## config.mk

```make
export PLATFORM = sky130hd
export DESIGN_NAME = matmul_sequencer
export DESIGN_NICKNAME = d
export VERILOG_FILES = /design/src/rtl/matmul_sequencer.sv
export SDC_FILE = /design/constraint.sdc
export NUM_CORES = 1
export LEC_CHECK = 0
export CORE_MARGIN = 4
export CORE_UTILIZATION = 30
export DETAILED_ROUTE_END_ITERATION = 8
export GPL_ROUTABILITY_DRIVEN = 0
export GPL_TIMING_DRIVEN = 0
export PLACE_DENSITY = 0.49
export SYNTH_ARGS = -nofsm -noshare
export SYNTH_HDL_FRONTEND = slang
export SYNTH_SLANG_ARGS = --single-unit
```

## constraint.sdc

```tcl
create_clock -name clk -period 2.82 [get_ports clk]
set_input_delay 0.564 -clock clk [delete_from_list [all_inputs] [get_ports clk]]
set_output_delay 0.564 -clock clk [all_outputs]
set_load 0.05 [all_outputs]
```

## src/rtl/matmul_sequencer.sv

```systemverilog
// Control sequencer for the tiled MxM matrix-multiply engine: walks C tiles, drives A/B reads,
// MAC clear/valid/last and tile write-back. Optional `MM_SEQ_ABORT_EN adds an abort input.
module matmul_sequencer #(
    parameter int N        = 3,
    parameter int M        = 6,
    parameter int RD_LAT   = 1,
    parameter int PIPE_LAT = 2,
    localparam int T       = M / N,
    localparam int AW      = ((M * M) / N) > 1 ? $clog2((M * M) / N) : 1,
    localparam int TW      = (T * T) > 1 ? $clog2(T * T) : 1
) (
    input  logic          clk,
    input  logic          rst,
    input  logic          start,
    output logic          busy,
    output logic          done,
    output logic          rd_en,
    output logic [AW-1:0] rd_addr_A,
    output logic [AW-1:0] rd_addr_B,
    output logic          acc_clr,
    output logic          mac_valid,
    output logic          mac_last,
    output logic          wr_en,
    input  logic          wr_ready,
`ifdef MM_SEQ_ABORT_EN
    input  logic          abort,
`endif
    output logic [TW-1:0] wr_addr
);

    localparam int TAW = T > 1 ? $clog2(T) : 1;
    localparam int KW  = M > 1 ? $clog2(M) : 1;
    localparam int DW  = $clog2(RD_LAT + PIPE_LAT + 1);

    localparam logic [KW-1:0]  K_LAST = KW'(M - 1);
    localparam logic [TAW-1:0] T_LAST = TAW'(T - 1);
    localparam logic [DW-1:0]  D_INIT = DW'(RD_LAT + PIPE_LAT - 1);

    typedef enum logic [2:0] {
        S_IDLE,
        S_CLEAR,
        S_FEED,
        S_DRAIN,
        S_WRITE,
        S_DONE
    } state_t;

    state_t             state_q, state_d;
    logic [TAW-1:0]     ta_q, ta_d, tb_q, tb_d;
    logic [KW-1:0]      k_q, k_d;
    logic [DW-1:0]      dcnt_q, dcnt_d;
    logic [AW-1:0]      addr_a_q, addr_a_d, addr_b_q, addr_b_d;
    logic [TW-1:0]      waddr_q, waddr_d;
    logic [RD_LAT-1:0]  vld_q, vld_d, last_q, last_d;
    logic               abort_w;

`ifdef MM_SEQ_ABORT_EN
    assign abort_w = abort;
`else
    assign abort_w = 1'b0;
`endif

    always_ff @(posedge clk) begin
        if (rst) begin
            state_q  <= S_IDLE;
            ta_q     <= '0;
            tb_q     <= '0;
            k_q      <= '0;
            dcnt_q   <= '0;
            addr_a_q <= '0;
            addr_b_q <= '0;
            waddr_q  <= '0;
            vld_q    <= '0;
            last_q   <= '0;
        end else begin
            state_q  <= state_d;
            ta_q     <= ta_d;
            tb_q     <= tb_d;
            k_q      <= k_d;
            dcnt_q   <= dcnt_d;
            addr_a_q <= addr_a_d;
            addr_b_q <= addr_b_d;
            waddr_q  <= waddr_d;
            vld_q    <= vld_d;
            last_q   <= last_d;
        end
    end

    always_comb begin
        state_d = state_q;
        ta_d    = ta_q;
        tb_d    = tb_q;
        k_d     = k_q;
        dcnt_d  = dcnt_q;
        case (state_q)
            S_IDLE: begin
                if (start && !abort_w) begin
                    state_d = S_CLEAR;
                    ta_d    = '0;
                    tb_d    = '0;
                end
            end
            S_CLEAR: begin
                k_d     = '0;
                state_d = S_FEED;
            end
            S_FEED: begin
                if (k_q == K_LAST) begin
                    state_d = S_DRAIN;
                    dcnt_d  = D_INIT;
                end else begin
                    k_d = k_q + KW'(1);
                end
            end
            S_DRAIN: begin
                if (dcnt_q == '0) state_d = S_WRITE;
                else              dcnt_d  = dcnt_q - DW'(1);
            end
            S_WRITE: begin
                if (wr_ready) begin
                    if (ta_q == T_LAST && tb_q == T_LAST) begin
                        state_d = S_DONE;
                    end else begin
                        state_d = S_CLEAR;
                        // tb is the fast tile index; wrapping it steps ta
                        if (tb_q == T_LAST) begin
                            tb_d = '0;
                            ta_d = ta_q + TAW'(1);
                        end else begin
                            tb_d = tb_q + TAW'(1);
                        end
                    end
                end
            end
            S_DONE:  state_d = S_IDLE;
            default: state_d = S_IDLE;
        endcase

        if (abort_w && state_q != S_IDLE) begin
            state_d = S_IDLE;
            ta_d    = '0;
            tb_d    = '0;
            k_d     = '0;
            dcnt_d  = '0;
        end

        // Addresses are registered from next-state values so they line up with rd_en/wr_en
        addr_a_d = (state_d == S_FEED) ? AW'(32'(ta_d) * 32'(M) + 32'(k_d)) : '0;
        addr_b_d = (state_d == S_FEED) ? AW'(32'(tb_d) * 32'(M) + 32'(k_d)) : '0;
        waddr_d  = (state_d == S_WRITE) ? TW'(32'(ta_d) * 32'(T) + 32'(tb_d)) : '0;

        vld_d    = '0;
        last_d   = '0;
        vld_d[0]  = (state_q == S_FEED);
        last_d[0] = (state_q == S_FEED) && (k_q == K_LAST);
        for (int i = 1; i < RD_LAT; i++) begin
            vld_d[i]  = vld_q[i-1];
            last_d[i] = last_q[i-1];
        end
        if (abort_w && state_q != S_IDLE) begin
            vld_d  = '0;
            last_d = '0;
        end
    end

    always_comb begin
        busy      = (state_q != S_IDLE);
        done      = (state_q == S_DONE);
        rd_en     = (state_q == S_FEED);
        acc_clr   = (state_q == S_CLEAR);
        wr_en     = (state_q == S_WRITE);
        rd_addr_A = addr_a_q;
        rd_addr_B = addr_b_q;
        wr_addr   = waddr_q;
        mac_valid = vld_q[RD_LAT-1];
        mac_last  = last_q[RD_LAT-1];
    end

endmodule

```

==> metrics <==
reg2reg start=state_q[2]; Sink Count=21; H-tree Lvls=1; first-pass GRT wire length=4.33 mm; maximum buffer depth of the clock tree=2; Net Sw Frac=29.7%; Gate Count Post-Synth=between 100 and 150; MaxCap Viol Count=0; complex-gate fraction of the synthesized area=15.9%; ys flop type=dfxtp_1; Comb power frac=18.0%; initial antenna violation count=0; reg-to-reg endpoint=rd_addr_B[2]; Yosys reg bits=21; CTS hold repair buffers=0; cell internal pwr=between 0.3 and 0.4 mW; post-route ant nets=0; Rows=21; critical path endpoint category=flop; Iter 0 DRT Violations=47; post-synthesis mux area share=under 10%; Tcrit/Tclk final=94.1%; die width=68.2 um; critical path data required time=3.04 ns; status=finished clean; Setup CP Type=primary input to flop; top-area cell type share of the netlist area=38.7%; # port buffers=19; worst-skew pair later-pin latency=a little over 0.3 ns; Yosys cell types=44; crit path launch=start; Psw=around 0.17 mW; Seq/Total Area, Yosys=38.7%; power density over the cells=411 mW/mm^2; CTS buffer count=3; asr flop ratio synth=0%; initial core utilization=31.8%; Fin. Hold Viols=0; crit-path max FO=3; Max stage delay cell, worst path=or4b_2; crit-path max cell delay=0.65 ns; Routed WL=2.50 mm; final worst path period need=2.65 ns; R2R Setup Slk=about 0.42 ns; # IOs=21; routed len/inst=13.7 um; total chip power=around 0.56 mW; ranking of synthesized cells by area=dfxtp_1, ha_1, nor4b_1, fa_1, inv_1; largest net degree at the start of global routing=12; critical path endpoint=rd_addr_B[2]; Clk pwr share=a little over a quarter; Vias=942; antenna cells=0; GRT overflow=0; crit-path cells=clkdlybuf4s50_1 -> or4b_2 -> o21ai_0 -> nor2_1 -> ha_1 -> fa_1 -> nor4b_1; area leader, netlist=dfxtp_1; Worst EP arrival=2.87 ns; largest family of logic cells by synthesized area=simple AND/OR/NAND/NOR gates; drt pass-1 iters=4; final setup margin=between 0.15 and 0.2 ns; Hold WC Path Type=primary input to flop; Slew headroom=between 50% and 60%; Post-Synth Simple-Gate Area=27.2%; Reg power frac=55.4%; worst r2r path cells=7; Die Footprint=0.00465 mm^2; Clk pin slew, worst setup/hold paths=0.13 ns; TritonCTS clock tree=done; post-synthesis xor/xnor area fraction=0%; critical path startpoint category=primary input; area of the mapped netlist=0.00109 mm^2; final setup fails=0; Worst Max-Slew Pin Slew=0.685 ns; final net count=148; unrepaired setup endpoints after global routing=no; Root Buffer=clkbuf_4; drt drc=0; Post-Syn Area per Cell=9.62 um^2; highest clock rate=approximately 380 MHz; share of layout cells above drive strength 1=12.5%; Finished Core Util=39.7%; syn nets=124; warnings from Yosys=0; die span in y=68.2 um; Final Skew=~0.015 ns; # fillers=around 360; pre-CTS WS=-0.158 ns; routed vias/inst=5.18; vias in the first global route=925; Leak Pwr=0.540 nW; HPWL Detailed=1.86 mm; final instance count without filler cells=about 180; Post-synth EDFFs=0; GRT Total Usage=12.5%; adder-cell share of the synthesized area=9.44%; fin. max-slew vios=0; Area Overhead vs Synth=24.6%; Peak VDD IR=0.193 mV; area of the core=0.00342 mm^2; # placed instances=178
-- cells in the mapped netlist (2+ instances only) --
| library cell | instances |
|---|---|
| fa_1 | 2 |
| nor2_1 | 6 |
| o21ai_0 | 3 |
| clkbuf_1 | 2 |
| nor2b_1 | 2 |
| nand4b_1 | 2 |
| nor3b_1 | 2 |
| inv_1 | 7 |
| nor4b_1 | 7 |
| and2_1 | 4 |
| buf_2 | 4 |
| a21boi_0 | 2 |
| mux2i_1 | 2 |
| nand2b_1 | 2 |
| dfxtp_1 | 21 |
| nand2_1 | 2 |
| or2_2 | 2 |
| a21oi_1 | 5 |
| ha_1 | 5 |
| o221ai_1 | 2 |
| nor4_1 | 2 |
| nor3_1 | 4 |
| a2111oi_0 | 2 |
-- critical path, delay by kind of cell --
family	cells	cell delay (ns)
compound gates	1	0.15
fa+ha+maj	2	0.69
buf+inv	1	0.47
simple gates	3	0.99
-- per-stage QoR --
step / cell area [um^2] / hold slack [ns] / TNS (ns)
after detailed placement: 1340 / 0.489 / -0.286
final: 1360 / 0.468 / 0
after floorplan: 1090 / 0.468 / 0
after global placement: 1340 / 0.483 / -0.343
after global routing: 1360 / 0.462 / 0
after CTS: 1360 / 0.459 / 0
-- layout make-up --
class / count / area (um^2) / area share, %
multi-input cells: 76 / 591 / 43.6
flip-flops and latches: 21 / 420 / 31.0
repair buffers: 19 / 183 / 13.5
well taps: 46 / 57.6 / 4.25
plain buffers: 9 / 51.3 / 3.79
clock buffers: 4 / 26.3 / 1.94
inverters: 7 / 26.3 / 1.94
-- power by group through the flow --
stage | Clock, mW | Sequential (mW) | Combinational [mW]
CTS | 0.156 | 0.309 | 0.101
finish | 0.149 | 0.309 | 0.100
detailed placement | 0 | 0.315 | 0.101
floorplan | 0 | 0.319 | 0.0669
global route | 0.172 | 0.310 | 0.110
global placement | 0 | 0.315 | 0.102
-- worst min-delay path by stage --
| stage | start | to | cells past startpoint |
|---|---|---|---|
| 3_3_place_gp | dcnt_q[0] | dcnt_q[0] | 2 |
| 5_1_grt | rst | state_q[1] | 2 |
| 3_5_place_dp | dcnt_q[1] | dcnt_q[1] | 1 |
| 2_1_floorplan | dcnt_q[0] | dcnt_q[0] | 2 |
| 6_report | rst | state_q[1] | 2 |
| 4_1_cts | rst | state_q[1] | 2 |
-- kinds of logic after synthesis --
group,Yosys count
compound gates,23
fa+ha+maj,7
buf+inv,16
flops,21
mux,2
simple gates,44
-- registers in the layout, indices dropped and copies added, names as in the netlist --
register and count:
rd_addr_A 4, k_q 3, rd_addr_B 3, state_q 3
dcnt_q 2, wr_addr 2, mac_last 1, mac_valid 1
ta_q 1, tb_q 1
-- repair_timing --
item                       4_1_cts  5_1_grt
buffers inserted                 0        0
gates resized for setup          3        4
hold endpoints to repair         0        0
setup endpoints to repair        3        2
-- cells in the final DEF (no fill, tap or decap), drive strengths merged, types with 3 or more instances in the layout --
| cell | netlist | routed |
|---|---|---|
| a21oi | 5 | 5 |
| and2 | 4 | 4 |
| buf | 7 | 6 |
| clkbuf | 2 | 8 |
| clkdlybuf4s50 | 0 | 16 |
| dfxtp | 21 | 21 |
| ha | 5 | 5 |
| inv | 7 | 7 |
| nor2 | 6 | 6 |
| nor3 | 4 | 4 |
| nor4 | 3 | 3 |
| nor4b | 7 | 7 |
| o21ai | 3 | 3 |
-- routing by layer --
| layer | part of all wire (%) | track usage (%) | wire, um | vias up |
|---|---|---|---|---|
| met5 | 0 | 0 | 0 | - |
| met3 | 4.7 | 4.43 | 117 | 2 |
| met2 | 46 | 19.4 | 1140 | 18 |
| met4 | 0.68 | 3.97 | 17 | 0 |
| li1 | - | - | - | 465 |
| met1 | 49 | 16.2 | 1230 | 457 |
(Power assumes the default switching activity.)
